`src/rtl/inst_fetch_buffer_if.sv`:
```
// Instruction-memory request/response bus between the fetch buffer
// (master) and instruction memory (slave). Responses return in request order.
interface inst_fetch_buffer_if;
  logic        mem_req;
  logic [31:0] mem_address;
  logic        mem_gnt;
  logic        mem_rvalid;
  logic [31:0] mem_rdata;

  modport master (output mem_req, mem_address, input mem_gnt, mem_rvalid, mem_rdata);
  modport slave  (input mem_req, mem_address, output mem_gnt, mem_rvalid, mem_rdata);
endinterface

```
`src/rtl/inst_fetch_buffer.sv`:
```
// Instruction fetch buffer: issues in-order fetches for the PC register,
// parks returned words with their PCs in a DEPTH-entry FIFO for decode,
// and drops responses that belong to a flushed path.
// Optional feature macro: FETCH_ALIGN_CHECK_EN (misaligned PCs produce a
// pre-filled entry with instr=0 and if_misaligned=1 instead of a request).
module inst_fetch_buffer #(
  parameter int DEPTH = 4
) (
  input  logic                 clock,
  input  logic                 reset,
  input  logic [31:0]          program_counter,
  input  logic                 chip_enable,
  output logic                 pc_ready,
  input  logic                 flush,
  inst_fetch_buffer_if.master  mem,
  output logic                 if_valid,
  output logic [31:0]          if_pc,
  output logic [31:0]          if_instruction,
  input  logic                 id_ready,
  output logic                 if_misaligned
);
  localparam int PW = (DEPTH > 1) ? $clog2(DEPTH) : 1;
  localparam int CW = $clog2(DEPTH + 1);

  logic [DEPTH-1:0][31:0] pc_q, ins_q;
  logic [DEPTH-1:0]       fill_q;
  logic [PW-1:0]          rd_ptr, wr_ptr, fill_idx;
  logic [CW-1:0]          occ, pend, discard_cnt;
  logic [CW:0]            used;
  logic                   credit, open, misal, alloc, pop, found;
  logic                   rv_drop, rv_fill, rv_any;

  // Credit counts both live slots and responses still owed to a dead path,
  // so a flushed fetch can never overrun the FIFO when its data finally lands.
  assign used   = {1'b0, occ} + {1'b0, discard_cnt};
  assign credit = used < (CW+1)'(DEPTH);

`ifdef FETCH_ALIGN_CHECK_EN
  assign misal = program_counter[1:0] != 2'b00;
`else
  assign misal = 1'b0;
`endif

  assign open            = chip_enable & ~flush & credit;
  assign mem.mem_req     = open & ~misal;
  assign mem.mem_address = program_counter;
  // A misaligned PC never goes to memory, so it is consumed without a grant.
  assign pc_ready        = open & (misal | mem.mem_gnt);
  assign alloc           = pc_ready;

  assign if_valid       = (occ != '0) & fill_q[rd_ptr] & ~flush;
  assign if_pc          = pc_q[rd_ptr];
  assign if_instruction = ins_q[rd_ptr];
  assign pop            = if_valid & id_ready;

  // Responses first pay off the discard debt; otherwise they fill the oldest
  // outstanding slot; with nothing outstanding they are ignored.
  assign rv_drop = mem.mem_rvalid & (discard_cnt != '0);
  assign rv_fill = mem.mem_rvalid & (discard_cnt == '0) & (pend != '0);
  assign rv_any  = mem.mem_rvalid & ((discard_cnt != '0) | (pend != '0));

  // Oldest allocated-but-unfilled slot; pre-filled misaligned slots are skipped.
  always_comb begin
    fill_idx = rd_ptr;
    found    = 1'b0;
    for (int i = 0; i < DEPTH; i++) begin
      if (!found && (CW'(i) < occ) && !fill_q[rd_ptr + PW'(i)]) begin
        fill_idx = rd_ptr + PW'(i);
        found    = 1'b1;
      end
    end
  end

  // FIFO storage, pointers and in-flight bookkeeping.
  always_ff @(posedge clock or negedge reset) begin
    if (!reset) begin
      pc_q        <= '0;
      ins_q       <= '0;
      fill_q      <= '0;
      rd_ptr      <= '0;
      wr_ptr      <= '0;
      occ         <= '0;
      pend        <= '0;
      discard_cnt <= '0;
    end else if (flush) begin
      // Everything still owed by memory for the squashed path becomes debt.
      discard_cnt <= discard_cnt + pend - CW'(rv_any);
      occ         <= '0;
      pend        <= '0;
      rd_ptr      <= '0;
      wr_ptr      <= '0;
    end else begin
      if (rv_drop) discard_cnt <= discard_cnt - CW'(1);
      if (rv_fill) begin
        ins_q[fill_idx]  <= mem.mem_rdata;
        fill_q[fill_idx] <= 1'b1;
      end
      if (alloc) begin
        pc_q[wr_ptr]   <= program_counter;
        ins_q[wr_ptr]  <= '0;
        fill_q[wr_ptr] <= misal;
        wr_ptr         <= wr_ptr + PW'(1);
      end
      if (pop) rd_ptr <= rd_ptr + PW'(1);
      occ  <= occ + CW'(alloc) - CW'(pop);
      pend <= pend + CW'(alloc & ~misal) - CW'(rv_fill);
    end
  end

`ifdef FETCH_ALIGN_CHECK_EN
  logic [DEPTH-1:0] mis_q;

  // Per-slot misaligned flag, written alongside the PC at allocation.
  always_ff @(posedge clock or negedge reset) begin
    if (!reset) mis_q <= '0;
    else if (!flush && alloc) mis_q[wr_ptr] <= misal;
  end

  assign if_misaligned = if_valid & mis_q[rd_ptr];
`else
  assign if_misaligned = 1'b0;
`endif

endmodule

```
`src/flat_wrapper.sv`:
```
// flat-port wrapper written by rule: the top's interface ports become plain ports
module inst_fetch_buffer_flat 
#(
  parameter int DEPTH = 4
)
  (clock, reset, program_counter, chip_enable, pc_ready, flush, if_valid, if_pc, if_instruction, id_ready, if_misaligned, mem_mem_req, mem_mem_address, mem_mem_gnt, mem_mem_rvalid, mem_mem_rdata);
  inst_fetch_buffer_if mem_i ();
  input  logic clock;
  input  logic reset;
  input  logic [31:0] program_counter;
  input  logic chip_enable;
  output logic pc_ready;
  input  logic flush;
  output logic if_valid;
  output logic [31:0] if_pc;
  output logic [31:0] if_instruction;
  input  logic id_ready;
  output logic if_misaligned;
  output wire logic [$bits(mem_i.mem_req)-1:0] mem_mem_req;
  output wire logic [$bits(mem_i.mem_address)-1:0] mem_mem_address;
  input wire logic [$bits(mem_i.mem_gnt)-1:0] mem_mem_gnt;
  input wire logic [$bits(mem_i.mem_rvalid)-1:0] mem_mem_rvalid;
  input wire logic [$bits(mem_i.mem_rdata)-1:0] mem_mem_rdata;
  assign mem_mem_req = mem_i.mem_req;
  assign mem_mem_address = mem_i.mem_address;
  assign mem_i.mem_gnt = mem_mem_gnt;
  assign mem_i.mem_rvalid = mem_mem_rvalid;
  assign mem_i.mem_rdata = mem_mem_rdata;
  inst_fetch_buffer #(.DEPTH(DEPTH)) u_core (.clock(clock), .reset(reset), .program_counter(program_counter), .chip_enable(chip_enable), .pc_ready(pc_ready), .flush(flush), .mem(mem_i), .if_valid(if_valid), .if_pc(if_pc), .if_instruction(if_instruction), .id_ready(id_ready), .if_misaligned(if_misaligned));
endmodule
```
`config.mk`:
```
export PLATFORM = sky130hd
export DESIGN_NAME = inst_fetch_buffer_flat
export DESIGN_NICKNAME = d
export VERILOG_FILES = /design/src/rtl/inst_fetch_buffer_if.sv /design/src/rtl/inst_fetch_buffer.sv /design/src/flat_wrapper.sv
export SDC_FILE = /design/constraint.sdc
export NUM_CORES = 1
export LEC_CHECK = 0
export ABC_AREA = 1
export CAP_MARGIN = 30
export CORE_UTILIZATION = 47
export CTS_BUF_LIST = sky130_fd_sc_hd__clkbuf_4
export CTS_CLUSTER_SIZE = 30
export DETAILED_ROUTE_END_ITERATION = 6
export PLACE_DENSITY = 0.77
export SYNTH_ARGS = -nofsm -noshare
export SYNTH_HDL_FRONTEND = slang
export SYNTH_SLANG_ARGS = --single-unit
```
`constraint.sdc`:
```
create_clock -name clock -period 3.1 [get_ports clock]
set_clock_uncertainty 0.15 [all_clocks]
set_input_delay 0.62 -clock clock [delete_from_list [all_inputs] [get_ports clock]]
set_output_delay 0.62 -clock clock [all_outputs]
set_load 0.005 [all_outputs]
```
# Word level (Yosys, flattened, before mapping)

Index checks and enable logic that the tools add are counted.

Magnitude comparators: 13
Divide/modulo/power cells: 0
Reductions and logical operators: 24
$add $sub $neg: 12
Muxes and demuxes: 42
Multipliers: 0
Eq/ne operators: 0
Shift-type cells: 0
Bitwise logic cells: 17

Operators with widths:

| operator              | number |
|---|---|
| $mux W128             | 3 |
| $bwmux W128           | 2 |
| $and A128 B128 Y128   | 1 |
| $bmux W32 S2          | 2 |
| $demux W32 S2         | 2 |
| $mux W32              | 4 |
| $not A128 Y128        | 1 |
| $lt A2 B3 Y1 const B  | 6 |
| $mux W2               | 7 |
| $mux W3               | 4 |
| $mux W4               | 3 |
| $and A1 B1 Y1         | 10 |
| $logic_and A1 B1 Y1   | 9 |
| $mux W1               | 9 |
| $reduce_bool A3 Y1    | 3 |
| $sub A3 B1 Y3         | 3 |
| $bmux W1 S2           | 4 |
| $logic_not A1 Y1      | 7 |
| $add A3 B1 Y3         | 2 |
| $lt A1 B3 Y1 const A  | 2 |
| $lt A2 B3 Y1 const A  | 2 |
| $reduce_bool A2 Y1    | 3 |
| $add A2 B1 Y2 const B | 2 |
| $add A2 B2 Y2 const B | 2 |
| other kinds (13)      | 15 |

Bits in latches: 0
Flip-flop bits (word level): 273
Output and inout bits: 100
Word-level logic and storage cells: 122
RAM bits: 0
Memories: 0
ROM bits: 0

# Logic depth before layout (Yosys ltp)

Depth after elaboration: 26
Mapped depth: 19
Gate-level depth less buffers: 17

# Worst setup path before layout

Ideal clock, no wire load.

Path type: register -> register
Start: register u_core.discard_cnt[2]
End: register u_core.pend[2]
Period minus slack after synthesis: 2.615 ns
Setup time: 0.124 ns
Setup slack: 0.485 ns
Arrival time: 2.341 ns
Cell stages (with the launch flop): 13
Cell sequence: dfrtp_1 ha_1 nor3_1 nand3_1 a31oi_1 nand2_1 ha_1 inv_1 ha_1 inv_1 fa_1 o21ai_0 a21oi_1

Longest elaborated chain between the ends: 7
Elaborated cells on any way between the ends: 10
Classes of those cells: add/sub (3); order compare (1); mux (1); bitwise (4); reduce/logical (1)

Ends and longest elaborated chain:

| what                   | RTL line                 | text |
|---|---|---|
| start, declared        | inst_fetch_buffer.sv:28  | `logic [CW-1:0] occ, pend, discard_cnt;` |
| start signal, assigned | inst_fetch_buffer.sv:87  | `discard_cnt <= discard_cnt + pend - CW'(rv_any);` |
| start signal, assigned | inst_fetch_buffer.sv:93  | `if (rv_drop) discard_cnt <= discard_cnt - CW'(1);` |
| $add A3 B3 Y4          | inst_fetch_buffer.sv:35  | `assign used = {1'b0, occ} + {1'b0, discard_cnt};` |
| $lt A4 B3 Y1           | inst_fetch_buffer.sv:36  | `assign credit = used < (CW+1)'(DEPTH);` |
| $and A1 B1 Y1          | inst_fetch_buffer.sv:44  | `assign open = chip_enable & ~flush & credit;` |
| via mem_mem_req        | flat_wrapper.sv:19       | `output wire logic [$bits(mem_i.mem_req)-1:0] mem_mem_req;` |
| $and A1 B1 Y1          | inst_fetch_buffer.sv:48  | `assign pc_ready = open & (misal \| mem.mem_gnt);` |
| $add A3 B1 Y3          | inst_fetch_buffer.sv:106 | `pend <= pend + CW'(alloc & ~misal) - CW'(rv_fill);` |
| $sub A3 B1 Y3          | inst_fetch_buffer.sv:106 |  |
| $mux W3                | inst_fetch_buffer.sv:85  | `end else if (flush) begin` |
| end signal, assigned   | inst_fetch_buffer.sv:106 |  |
| end, declared          | inst_fetch_buffer.sv:28  |  |

The timed path passes the listed nets, and every way through them passes these cells.
A chain may end at the register's enable or synchronous reset.

# Final worst setup path

Start: register u_core.rd_ptr[1]
End: output if_pc[21]

Longest elaborated chain between the ends: 2

Ends and longest elaborated chain:

| what                           | RTL line                 | text |
|---|---|---|
| start, declared                | inst_fetch_buffer.sv:27  | `logic [PW-1:0] rd_ptr, wr_ptr, fill_idx;` |
| start signal, assigned         | inst_fetch_buffer.sv:104 | `if (pop) rd_ptr <= rd_ptr + PW'(1);` |
| $bmux W32 S2                   | inst_fetch_buffer.sv:52  | `assign if_pc = pc_q[rd_ptr];` |
| $mux W32 (implied by the code) | inst_fetch_buffer.sv:52  |  |
| end, declared                  | flat_wrapper.sv:15       | `output logic [31:0] if_pc;` |

No other way between the ends. The select of a mux whose other input is x is not followed.

==> out/metrics.cfg <==
[worst_setup_path]
path_buf_inv=5
cp_cell_sequence=inv_4, nand2_4, inv_8, buf_12, buf_16, a22oi_1, nand3_1, clkdlybuf4s50_1
r2r_end=u_core.pend[1]
cp-end-kind=primary output
rrSetupSlack_ns=0.21
r2r_start=u_core.discard_cnt[2]
critPathKind=reg2out
required_ns=2.33
r2r_cells=13
cp_top_family=buffers and inverters
critPathSlowestCell=clkdlybuf4s50_1
setup.worst_path.start=u_core.rd_ptr[1]
crit_path_start_kind=flip-flop
critPathMaxStageDelay_ns=0.47
cp.arrival_ns=2.43
critPathMaxFanout=11

[power_and_ir_drop]
combPwrFrac=0.275
switching_share=0.330
power.leakage_nw=9.08
power_density_nw_per_um2=623
power.internal_mw=7.41
power_mw=11.1
clockPowerShare=0.291
power.switching_mw=3.65
power_frac_seq=0.434
peakVddDrop_mv=0.380

[detailed_routing]
totalWireLength_mm=42.0
dr.first_iter.drc_count=1399
first_pass_iters=6
antenna_left=0
vias_per_cell=5.68
drc_errors=0
vias=13800
wl_per_cell_um=17.3

[die]
die_h_um=177
die_area_um2=31200
start_util=0.481
io_pins=171
die_w_um=177
coreArea_um2=29800
rows=63

[synthesis]
netlist_area_um2=14300
syn_nets=1920
synth-seq-cells=273
syn_inst=1829
ys_async_sr_fraction=1.00
synth-edff-count=0
synth_common_cells=571 x nand2_1, 301 x nand3_1, 273 x dfrtp_1
synth.distinct_cells=32
synth_flop_cell=dfrtp_1
yosysWarnings=0
post-synth-top-area-fraction=0.477
postSynthAreaPerCell_um2=7.83
synth_top_cell_by_area=dfrtp_1
synth_area_leaders=dfrtp_1 48%, nand2_1 15%, nand3_1 11%, o21ai_0 4.9%, inv_1 4.2%
yosysSeqAreaShare=0.477
post-synth-top-count-cell=nand2_1

[timing]
worst_slew_pin_slew_ns=0.890
fin_tns_setup_ns=-0.101
fin_crit_ns=3.20
worst_slack_ns=-0.101
slew-limit-headroom=0.407
hold_viol=0
final.period_utilization=1.03
rsz0062_at_grt=true
drv_slew=0
setup_viol=1
fmax_ghz=0.312

[placed_design]
io_buffers=169
hpwl_mm=23.9
gp_congestion=0.808
post-place-ws_ns=0.185

[global_routing]
grt_overflow=0
busiest_layer=met2
use_met1=0.355
antenna_found_initial=1
grt_use_met2=0.447
grt_max_degree=85
grt_pass1_wl_mm=68.4
grtUsageMet3=0.0467
grt_usage=0.274
grt_pass1_vias=13800

[cells_and_area]
drive_gt1_frac=0.141
synthToLayoutAreaGrowth_pct=23.9
final.fill_count=2633
final_nets=2080

[clock_network]
clk_pin_slew_ns=0.07
cts_tree=yes
insertion_delay_ns=0.70
cts_buffers=75
root_buffer=clkbuf_4
cts.htree.levels=3
cts.sinks=273
clockBufferDepth=3

[hold_path]
hold_class=in2async

[job]
drv_cap=0

[status]
outcome=finished, violations left
violations=setup timing

[worst max-delay path by stage]
stage	end	slack, ns	cells after the start
4_1_cts	if_pc[21]	-0.16	7
3_5_place_dp	u_core.pend[2]	0.18	11
5_1_grt	if_pc[21]	-0.18	8
6_report	if_pc[21]	-0.10	8
2_1_floorplan	u_core.pend[2]	0.49	12
3_3_place_gp	u_core.pend[2]	0.20	11
[repair_timing]
item | 4_1_cts | 5_1_grt
hold endpoints to repair | 49 | 0
setup buffers | 20 | 2
resized for setup | 131 | 77
cloned | 7 | 0
setup endpoints to repair | 67 | 51
hold buffers | 2 | 0
pin swaps | 8 | 28
[through the flow]
step                      instance area [µm²]  hold slack [ns]   util  std cells
after detailed placement                16200            0.315  0.543       2275
after CTS                               17700            0.229  0.594       2429
final                                   17700            0.270  0.596       2428
after global placement                  16200            0.311  0.543       2275
after floorplan                         14300            0.174      -       1829
after global routing                    17700            0.271  0.596       2428
[routing by layer]
layer	up-vias	part of all wire
li1	6365	-
met1	6640	0.41
met2	686	0.48
met3	108	0.077
met4	0	0.029
met5	-	0
[cells by family (layout without fill, tap and decap cells)]
family | Yosys count | after routing | share of synthesized area
compound gates | 312 | 312 | 0.141
xor+xnor | 5 | 5 | 0.00306
fa+ha+maj | 20 | 20 | 0.0190
buf+inv | 328 | 536 | 0.0992
flops | 273 | 273 | 0.477
other cells | 1 | 2 | 0.000262
simple gates | 890 | 890 | 0.261
[layout make-up]
type                       count  area (µm²)  share of cell area
antenna                        1        2.50            0.000141
inverter                     167         644              0.0363
clock buffer                 104         781              0.0440
sequential                   273        6840               0.385
timing repair buffer         244        2490               0.140
clock inverter                21         138             0.00775
tap                          390         488              0.0275
multi-input combinational   1228        6370               0.359
[power by group through the flow]
stage	Combinational, mW	Clock, mW	Sequential, mW
6_report	3.04	3.22	4.80
2_1_floorplan	1.72	0	4.67
3_5_place_dp	3.18	0	4.79
5_1_grt	3.42	3.47	4.87
3_3_place_gp	3.09	0	4.75
4_1_cts	3.05	3.29	4.75
[cell usage in the layout, fill, tap and decap left out, types with 3 or more instances in the layout]
master and count:
a21oi_1 6, a22oi_1 31, a22oi_2 33, buf_12 15, buf_16 4, buf_4 47
buf_8 5, bufbuf_16 3, clkbuf_2 23, clkbuf_4 104, clkdlybuf4s15_1 4, clkdlybuf4s50_1 101
clkinv_1 13, dfrtp_1 270, dfrtp_2 3, dlygate4sd2_1 35, dlymetal6s2s_1 4, ha_1 15
inv_1 157, inv_2 5, inv_6 5, nand2_1 565, nand2_2 5, nand2_4 3
nand3_1 300, nor2_1 12, o21ai_0 138, o21bai_1 64, o221ai_1 20, o221ai_2 12
xnor2_1 4
[registers in the layout, indices dropped and copies added, names as in the netlist]
register and cells:
u_core.discard_cnt 3, u_core.pend 3, u_core.rd_ptr 2, u_core.pc_q 128, u_core.ins_q 128, u_core.fill_q 4, u_core.occ 3, u_core.wr_ptr 2
Note: power is estimated with default switching activity, not from simulation.
